`config.mk`:
```
export PLATFORM = sky130hd
export DESIGN_NAME = result_uart_tx_flat
export DESIGN_NICKNAME = d
export VERILOG_FILES = /design/src/rtl/result_uart_tx_if.sv /design/src/rtl/result_uart_tx.sv /design/src/flat_wrapper.sv
export SDC_FILE = /design/constraint.sdc
export NUM_CORES = 1
export LEC_CHECK = 0
export ABC_AREA = 1
export CELL_PAD_IN_SITES_DETAIL_PLACEMENT = 1
export CELL_PAD_IN_SITES_GLOBAL_PLACEMENT = 1
export CORE_MARGIN = 2
export CORE_UTILIZATION = 43
export CTS_CLUSTER_SIZE = 25
export DETAILED_ROUTE_END_ITERATION = 16
export GPL_TIMING_DRIVEN = 0
export PLACE_DENSITY_LB_ADDON = 0.15
export SYNTH_ARGS = -nofsm -noshare
export SYNTH_HDL_FRONTEND = slang
export SYNTH_SLANG_ARGS = --single-unit
```
`constraint.sdc`:
```
create_clock -name i_clk -period 2.1 [get_ports i_clk]
set_clock_uncertainty 0.05 [all_clocks]
set_input_delay 0.63 -clock i_clk [delete_from_list [all_inputs] [get_ports i_clk]]
set_output_delay 0.63 -clock i_clk [all_outputs]
set_load 0.005 [all_outputs]
```
`src/rtl/result_uart_tx_if.sv`:
```
// Result/UART bundle between the eye-test core and result_uart_tx.
// master = core side (drives results), slave = transmitter side.
interface result_uart_tx_if;
    logic       i_start;
    logic [3:0] i_size;
    logic       i_astigmatism;
    logic       i_color;
    logic       o_tx;
    logic       o_busy;
    logic       o_done;

    modport master (
        output i_start,
        output i_size,
        output i_astigmatism,
        output i_color,
        input  o_tx,
        input  o_busy,
        input  o_done
    );

    modport slave (
        input  i_start,
        input  i_size,
        input  i_astigmatism,
        input  i_color,
        output o_tx,
        output o_busy,
        output o_done
    );
endinterface

```
`src/rtl/result_uart_tx.sv`:
```
// Latches eye-test results on a rising start edge and sends a 4-byte UART
// packet (header, size, flags, xor checksum). RESULT_UART_TX_PARITY_EN adds even parity.
module result_uart_tx #(
    parameter int unsigned CLKS_PER_BIT = 434,
    parameter logic [7:0]  HEADER_BYTE  = 8'hA5
) (
    input  logic           i_clk,
    input  logic           i_rst,
    result_uart_tx_if.slave bus
);

    typedef enum logic [2:0] {
        IDLE,
        START,
        DATA,
        STOP,
        DONE
`ifdef RESULT_UART_TX_PARITY_EN
        , PARITY
`endif
    } state_e;

    localparam logic [15:0] LAST = 16'(CLKS_PER_BIT - 1);

    state_e      state_q, state_d;
    logic        start_q;
    logic [15:0] cnt_q, cnt_d;
    logic [2:0]  bit_q, bit_d;
    logic [1:0]  byte_q, byte_d;
    logic [7:0]  shift_q, shift_d;
    logic [7:0]  b1_q, b1_d;
    logic [7:0]  b2_q, b2_d;
    logic        tx_q, tx_d;

    logic        trig;
    logic        bit_end;
    logic [7:0]  b3;
    logic [7:0]  next_byte;

    assign trig    = bus.i_start & ~start_q;
    assign bit_end = (cnt_q == LAST);
    assign b3      = HEADER_BYTE ^ b1_q ^ b2_q;

    assign next_byte = (byte_q == 2'd0) ? b1_q :
                       (byte_q == 2'd1) ? b2_q : b3;

`ifdef RESULT_UART_TX_PARITY_EN
    logic [7:0] cur_byte;
    assign cur_byte = (byte_q == 2'd0) ? HEADER_BYTE :
                      (byte_q == 2'd1) ? b1_q :
                      (byte_q == 2'd2) ? b2_q : b3;
`endif

    // Sequencer: bit timing, byte/bit indexing and the registered tx level
    always_comb begin
        state_d = state_q;
        cnt_d   = cnt_q;
        bit_d   = bit_q;
        byte_d  = byte_q;
        shift_d = shift_q;
        b1_d    = b1_q;
        b2_d    = b2_q;
        tx_d    = 1'b1;

        case (state_q)
            IDLE, DONE: begin
                if (trig) begin
                    state_d = START;
                    cnt_d   = '0;
                    bit_d   = '0;
                    byte_d  = '0;
                    shift_d = HEADER_BYTE;
                    b1_d    = {4'h0, bus.i_size};
                    b2_d    = {6'b0, bus.i_color, bus.i_astigmatism};
                end else begin
                    state_d = IDLE;
                end
            end
            START: begin
                if (bit_end) begin
                    cnt_d   = '0;
                    state_d = DATA;
                end else begin
                    cnt_d = cnt_q + 16'd1;
                end
            end
            DATA: begin
                if (bit_end) begin
                    cnt_d   = '0;
                    shift_d = shift_q >> 1;
                    bit_d   = bit_q + 3'd1;
                    if (bit_q == 3'd7) begin
`ifdef RESULT_UART_TX_PARITY_EN
                        state_d = PARITY;
`else
                        state_d = STOP;
`endif
                    end
                end else begin
                    cnt_d = cnt_q + 16'd1;
                end
            end
`ifdef RESULT_UART_TX_PARITY_EN
            PARITY: begin
                if (bit_end) begin
                    cnt_d   = '0;
                    state_d = STOP;
                end else begin
                    cnt_d = cnt_q + 16'd1;
                end
            end
`endif
            STOP: begin
                if (bit_end) begin
                    cnt_d = '0;
                    if (byte_q != 2'd3) begin
                        byte_d  = byte_q + 2'd1;
                        shift_d = next_byte;
                        state_d = START;
                    end else begin
                        state_d = DONE;
                    end
                end else begin
                    cnt_d = cnt_q + 16'd1;
                end
            end
            default: state_d = IDLE;
        endcase

        case (state_d)
            START:   tx_d = 1'b0;
            DATA:    tx_d = shift_d[0];
`ifdef RESULT_UART_TX_PARITY_EN
            PARITY:  tx_d = ^cur_byte;
`endif
            default: tx_d = 1'b1;
        endcase
    end

    // State and datapath registers with synchronous reset
    always_ff @(posedge i_clk) begin
        if (i_rst) begin
            state_q <= IDLE;
            start_q <= 1'b0;
            cnt_q   <= '0;
            bit_q   <= '0;
            byte_q  <= '0;
            shift_q <= '0;
            b1_q    <= '0;
            b2_q    <= '0;
            tx_q    <= 1'b1;
        end else begin
            state_q <= state_d;
            start_q <= bus.i_start;
            cnt_q   <= cnt_d;
            bit_q   <= bit_d;
            byte_q  <= byte_d;
            shift_q <= shift_d;
            b1_q    <= b1_d;
            b2_q    <= b2_d;
            tx_q    <= tx_d;
        end
    end

    assign bus.o_tx   = tx_q;
    assign bus.o_busy = (state_q != IDLE) && (state_q != DONE);
    assign bus.o_done = (state_q == DONE);

endmodule
```
`src/flat_wrapper.sv`:
```
// flat-port wrapper written by rule: the top's interface ports become plain ports
module result_uart_tx_flat 
#(
    parameter int unsigned CLKS_PER_BIT = 434,
    parameter logic [7:0]  HEADER_BYTE  = 8'hA5
)
  (i_clk, i_rst, bus_i_start, bus_i_size, bus_i_astigmatism, bus_i_color, bus_o_tx, bus_o_busy, bus_o_done);
  result_uart_tx_if bus_i ();
  input  logic i_clk;
  input  logic i_rst;
  input wire logic [$bits(bus_i.i_start)-1:0] bus_i_start;
  input wire logic [$bits(bus_i.i_size)-1:0] bus_i_size;
  input wire logic [$bits(bus_i.i_astigmatism)-1:0] bus_i_astigmatism;
  input wire logic [$bits(bus_i.i_color)-1:0] bus_i_color;
  output wire logic [$bits(bus_i.o_tx)-1:0] bus_o_tx;
  output wire logic [$bits(bus_i.o_busy)-1:0] bus_o_busy;
  output wire logic [$bits(bus_i.o_done)-1:0] bus_o_done;
  assign bus_i.i_start = bus_i_start;
  assign bus_i.i_size = bus_i_size;
  assign bus_i.i_astigmatism = bus_i_astigmatism;
  assign bus_i.i_color = bus_i_color;
  assign bus_o_tx = bus_i.o_tx;
  assign bus_o_busy = bus_i.o_busy;
  assign bus_o_done = bus_i.o_done;
  result_uart_tx #(.CLKS_PER_BIT(CLKS_PER_BIT), .HEADER_BYTE(HEADER_BYTE)) u_core (.i_clk(i_clk), .i_rst(i_rst), .bus(bus_i));
endmodule
```
# Word level (Yosys, flattened, before mapping)

Cells that the tools add are included.

Register bits: 40
Word-level logic and storage cells: 72

Reductions and logical operators: 15
Add/sub/neg operators: 3
Multiplexer cells: 25
Eq/ne operators: 15
Bitwise operators: 4

Operator list:

| cell                                                                     | number |
|---|---|
| 8-bit two-way mux                                                        | 6 |
| 16-bit two-way mux                                                       | 2 |
| 16-bit case mux with 2 select lines                                      | 1 |
| 8-bit case mux with 3 select lines                                       | 1 |
| 3-bit two-way mux                                                        | 7 |
| 16-bit by 1-bit adder with 16-bit output (second input constant)         | 1 |
| 16-bit by 9-bit == test with 1-bit output (second input constant)        | 1 |
| 3-bit case mux with 4 select lines                                       | 1 |
| 3-bit by 2-bit == test with 1-bit output (second input constant)         | 3 |
| 2-bit by 1-bit inequality test with 1-bit output (second input constant) | 4 |
| 8-bit by 2-bit XOR with 8-bit output                                     | 1 |
| 3-bit by 1-bit == test with 1-bit output (second input constant)         | 2 |
| 3-bit == test (second input constant)                                    | 2 |
| 2-bit two-way mux                                                        | 3 |
| 3-bit case mux with 2 select lines                                       | 1 |
| 2-bit nonzero test                                                       | 3 |
| 3-bit nonzero test                                                       | 2 |
| 5-bit AND reduction                                                      | 1 |
| 2-bit inverter with 4-bit output                                         | 1 |
| 2-bit case mux with 2 select lines                                       | 1 |
| 2-bit AND reduction                                                      | 2 |
| 4-bit AND reduction                                                      | 1 |
| 3-bit by 1-bit adder with 3-bit output (second input constant)           | 1 |
| 3-bit zero test                                                          | 1 |
| 13 further kinds                                                         | 13 |

# Logic depth before layout (Yosys ltp)

Depth in word-level cells: 8
Gate-level depth with buffers: 13
Depth with buffers taken out: 13

# Worst setup path after synthesis

OpenSTA, ideal clock, no wires.

Kind: reg-to-reg
Start: register u_core.cnt_q[1]
End: register u_core.shift_q[3]
Slack: 0.551 ns
Data arrival time: 1.386 ns
Cell stages (with the launch flop): 10
Buffers on the path: 0
Path through: dfxtp_1 -> inv_1 -> ha_1 -> nand2_1 -> nor2_4 -> nand2_8 -> a21oi_2 -> nand2_4 -> o21ai_1 -> nor2_1

Longest elaborated chain between the ends: 3

Ends and longest elaborated chain:

| item                                                       | RTL line              | text |
|---|---|---|
| from (decl)                                                | result_uart_tx.sv:27  | `logic [15:0] cnt_q, cnt_d;` |
| from (signal assigned)                                     | result_uart_tx.sv:155 | `cnt_q <= cnt_d;` |
| 16-bit by 9-bit == test with 1-bit output (*)              | result_uart_tx.sv:41  | `assign bit_end = (cnt_q == LAST);` |
| 2-bit by 1-bit inequality test with 1-bit output (no line) | --                    |  |
| 5-bit AND reduction (no line) (*)                          | --                    |  |
| to (signal assigned)                                       | result_uart_tx.sv:158 | `shift_q <= shift_d;` |
| to (decl)                                                  | result_uart_tx.sv:30  | `logic [7:0] shift_q, shift_d;` |

Every way passes the cells marked *; elsewhere a longest branch is shown, timed or not.
A chain may end at the register's enable or synchronous reset.

# Worst setup path in the final report

Start: register u_core.state_q[1]
End: output bus_o_busy

Longest elaborated chain between the ends: 2

Ends and longest elaborated chain:

| item                                                               | RTL line              | text |
|---|---|---|
| from (decl)                                                        | result_uart_tx.sv:25  | `state_e state_q, state_d;` |
| from (signal assigned)                                             | result_uart_tx.sv:153 | `state_q <= state_d;` |
| 3-bit inequality test / 3-bit nonzero test (equally long branches) | result_uart_tx.sv:166 | `assign bus.o_busy = (state_q != IDLE) && (state_q != DONE);` |
| 1-bit logical AND (*)                                              | result_uart_tx.sv:166 |  |
| to (decl)                                                          | flat_wrapper.sv:16    | `output wire logic [$bits(bus_i.o_busy)-1:0] bus_o_busy;` |

Marks and branches as above.

==> impl_metrics.toml <==
[power_and_ir_drop]
fin_total_pwr_mw = 1.66
p_per_area_nw_per_um2 = 631
internal_power_mw = 1.22
p_sw_mw = 0.442
p_seq_share_pct = 48.5
pwr-share-comb_pct = 13.3
ir_worst_vdd_v = 0.000323
p_clk_share_pct = 38.2
p_sw_share_pct = 26.6
p_leak_nw = 1.05

[global_routing]
track_usage_pct = 22.2
antenna_found_initial = 0
grt_pass1_vias = 2181
overflow = 0
grt_pass1_wl_mm = 10.6
grt_max_degree = 13

[synthesis]
synth_seq_cells = 40
yosysUniqueCellTypes = 32
ys_seq_area_share_pct = 34.8
syn_avg_cell_area_um2 = 6.75
yosysWarnings = 0
syn_area_um2 = 2300
synth_top_area_share_pct = 34.8
yosysTopAreaCell = "dfxtp_1"
synthTopCellsByArea = "dfxtp_1, nand2_1, nor2_1"
synth_nets = 358
syn_inst = 341

[min_path]
whs_path_depth = 2
worstHoldStart = "u_core.b2_q[1]"
hold_class = "register to register"
min_to = "u_core.b2_q[1]"

[sta]
max_clock_freq_mhz = 489
slew_headroom_pct = 60.2
min_period_ps = 2050
setup_viol = 0
fin_tns_setup_ps = 0
setup_ws_ps = 54.2
hold_violations = 0
worstMarginPinSlew_ps = 597
rsz0062_at_grt = "no"
slew_viol_final = 0
fin_crit_sh_pct = 97.4

[place]
dp_hpwl_mm = 4.63
gp_congestion = 0.805
port-buffer-count = 10
pre_cts_ws_ps = -185

[floorplanning]
die_area_um2 = 5950
core_um2 = 5140
row_count = 26
start_util_pct = 44.8
num_io_pins = 12
fp.dieH_um = 77.2
die_w_um = 77.2

[detailed_routing]
route.vias.total = 2242
avgViaCountPerCell = 5.20
wire_per_inst_um = 14.3
dr.pass1.iters = 4
wl_mm = 6.17
drc = 0
ant_nets = 0
drt_iter0_markers = 119

[finish]
drive_gt1_share_pct = 12.7
multiInputGateArea_um2 = 1310
final_cell_mix = "nand2_1, inv_1, nor2_1, dfxtp_1, a21oi_1"
diodes = 0
seqCellArea_um2 = 806
mostFrequentLayoutCell = "nand2_1"
nFillCells = 712
nets = 377
synthToLayoutAreaGrowth_pct = 14.3

[critical_path]
startpoint_type = "register"
rr_endpoint = "u_core.cnt_q[8]"
endpoint_kind = "primary output"
crit_type = "register to primary output"
rr_worst_depth = 9
crit_fanout = 5
worstPathArrival_ps = 1370
required_ps = 1420
r2r-start = "u_core.cnt_q[1]"
r2r_setup_slack_ps = 200

[cts]
cts_tree = "yes"
ctsRootBufferMaster = "clkbuf_8"
cts_sinks = 40
path_clk_slew_ps = 90
cts_buffer_depth = 2
cts_made_buffers = 5
cts-htree-levels = 2
clk_latency_ps = 300

[outcome]
status = "completed"

[job]
cap_violations = 0
==> metal layers <==
layer  track usage (%)  up-vias  part of all wire, %
li1                  -     1136                    -
met1              30.3     1076                   49
met2              36.4       24                   47
met3              4.12        6                  3.4
met4              5.00        0                 0.83
met5                 0        -                    0
==> power by group through the flow <==
stage               Combinational, mW  Sequential (mW)  Clock, mW
detailed placement              0.215            0.822          0
global placement                0.208            0.821          0
global route                    0.250            0.808      0.685
floorplan                       0.144            0.817          0
CTS                             0.219            0.805      0.648
finish                          0.221            0.805      0.634
==> worst max path at each step <==
stage	startpoint	endpoint	slack (ps)	cells after the start
3_3_place_gp	bus_i_start	u_core.cnt_q[11]	-160	9
6_report	u_core.state_q[1]	bus_o_busy	50	3
2_1_floorplan	u_core.cnt_q[1]	u_core.shift_q[3]	550	9
5_1_grt	u_core.state_q[1]	bus_o_busy	7	3
4_1_cts	u_core.state_q[0]	bus_o_busy	10	3
3_5_place_dp	bus_i_start	u_core.cnt_q[13]	-190	9
==> sequential cells by signal (all words and copies together), names as in the netlist <==
| register | flops |
|---|---|
| u_core.state_q | 3 |
| u_core.b2_q | 2 |
| u_core.start_q | 1 |
| u_core.bus.o_tx | 1 |
| u_core.bit_q | 3 |
| u_core.cnt_q | 16 |
| u_core.b1_q | 4 |
| u_core.shift_q | 8 |
| u_core.byte_q | 2 |
==> cell usage after synthesis <==
cell,instances
o22ai_1,1
nand2_2,2
o21ai_1,6
inv_2,8
o21ai_0,23
nor2_4,5
or2_2,1
a31oi_1,2
nor2_1,41
o21ai_4,1
clkbuf_1,3
dfxtp_1,40
a211oi_1,4
nand2_1,74
o21a_1,1
xor2_1,2
nand2_8,1
nor3_2,1
nor2_8,1
buf_2,2
nand4_1,5
clkbuf_2,1
clkinv_2,1
inv_1,39
nand2_4,2
a21oi_2,2
ha_1,8
nand3_1,27
nand3_2,1
nor2_2,3
nor3_1,3
a21oi_1,30
==> kinds of logic (layout without fill, tap and decap cells) <==
family / count (synthesis) / count (layout) / share of synthesized area, %
simple gates: 167 / 167 / 34.3
compound gates: 70 / 70 / 16.7
flops: 40 / 40 / 34.8
xor+xnor: 2 / 2 / 0.761
buf+inv: 54 / 74 / 9.03
fa+ha+maj: 8 / 8 / 4.35
==> layout make-up <==
class | instances | area share [%]
clock buffer | 6 | 2.76
buffer | 6 | 0.999
clock inverter | 2 | 1.33
sequential | 40 | 30.6
multi-input combinational | 247 | 49.6
tap | 70 | 3.33
timing repair buffer | 12 | 4.33
inverter | 48 | 6.99
==> metrics by stage <==
| stage | hold WS (ps) | instances | utilization [%] | area (um2) |
|---|---|---|---|---|
| 2_1_floorplan | 379 | 341 | - | 2300 |
| 3_3_place_gp | 397 | 421 | 48.4 | 2490 |
| 3_5_place_dp | 402 | 421 | 48.4 | 2490 |
| 4_1_cts | 413 | 430 | 50.9 | 2620 |
| 5_1_grt | 449 | 431 | 51.2 | 2630 |
| 6_report | 410 | 431 | 51.2 | 2630 |
==> timing repair <==
item	4_1_cts	5_1_grt
pin swaps	1	1
hold buffers	0	0
setup buffers	1	1
resized for setup	7	2
setup endpoints to repair	2	4
==> critical path: stages, from the launching register on <==
cell	delay [ps]
dfxtp_2	390
nor2_4	60
inv_4	100
clkdlybuf4s50_1	520
(Power assumes the default switching activity.)
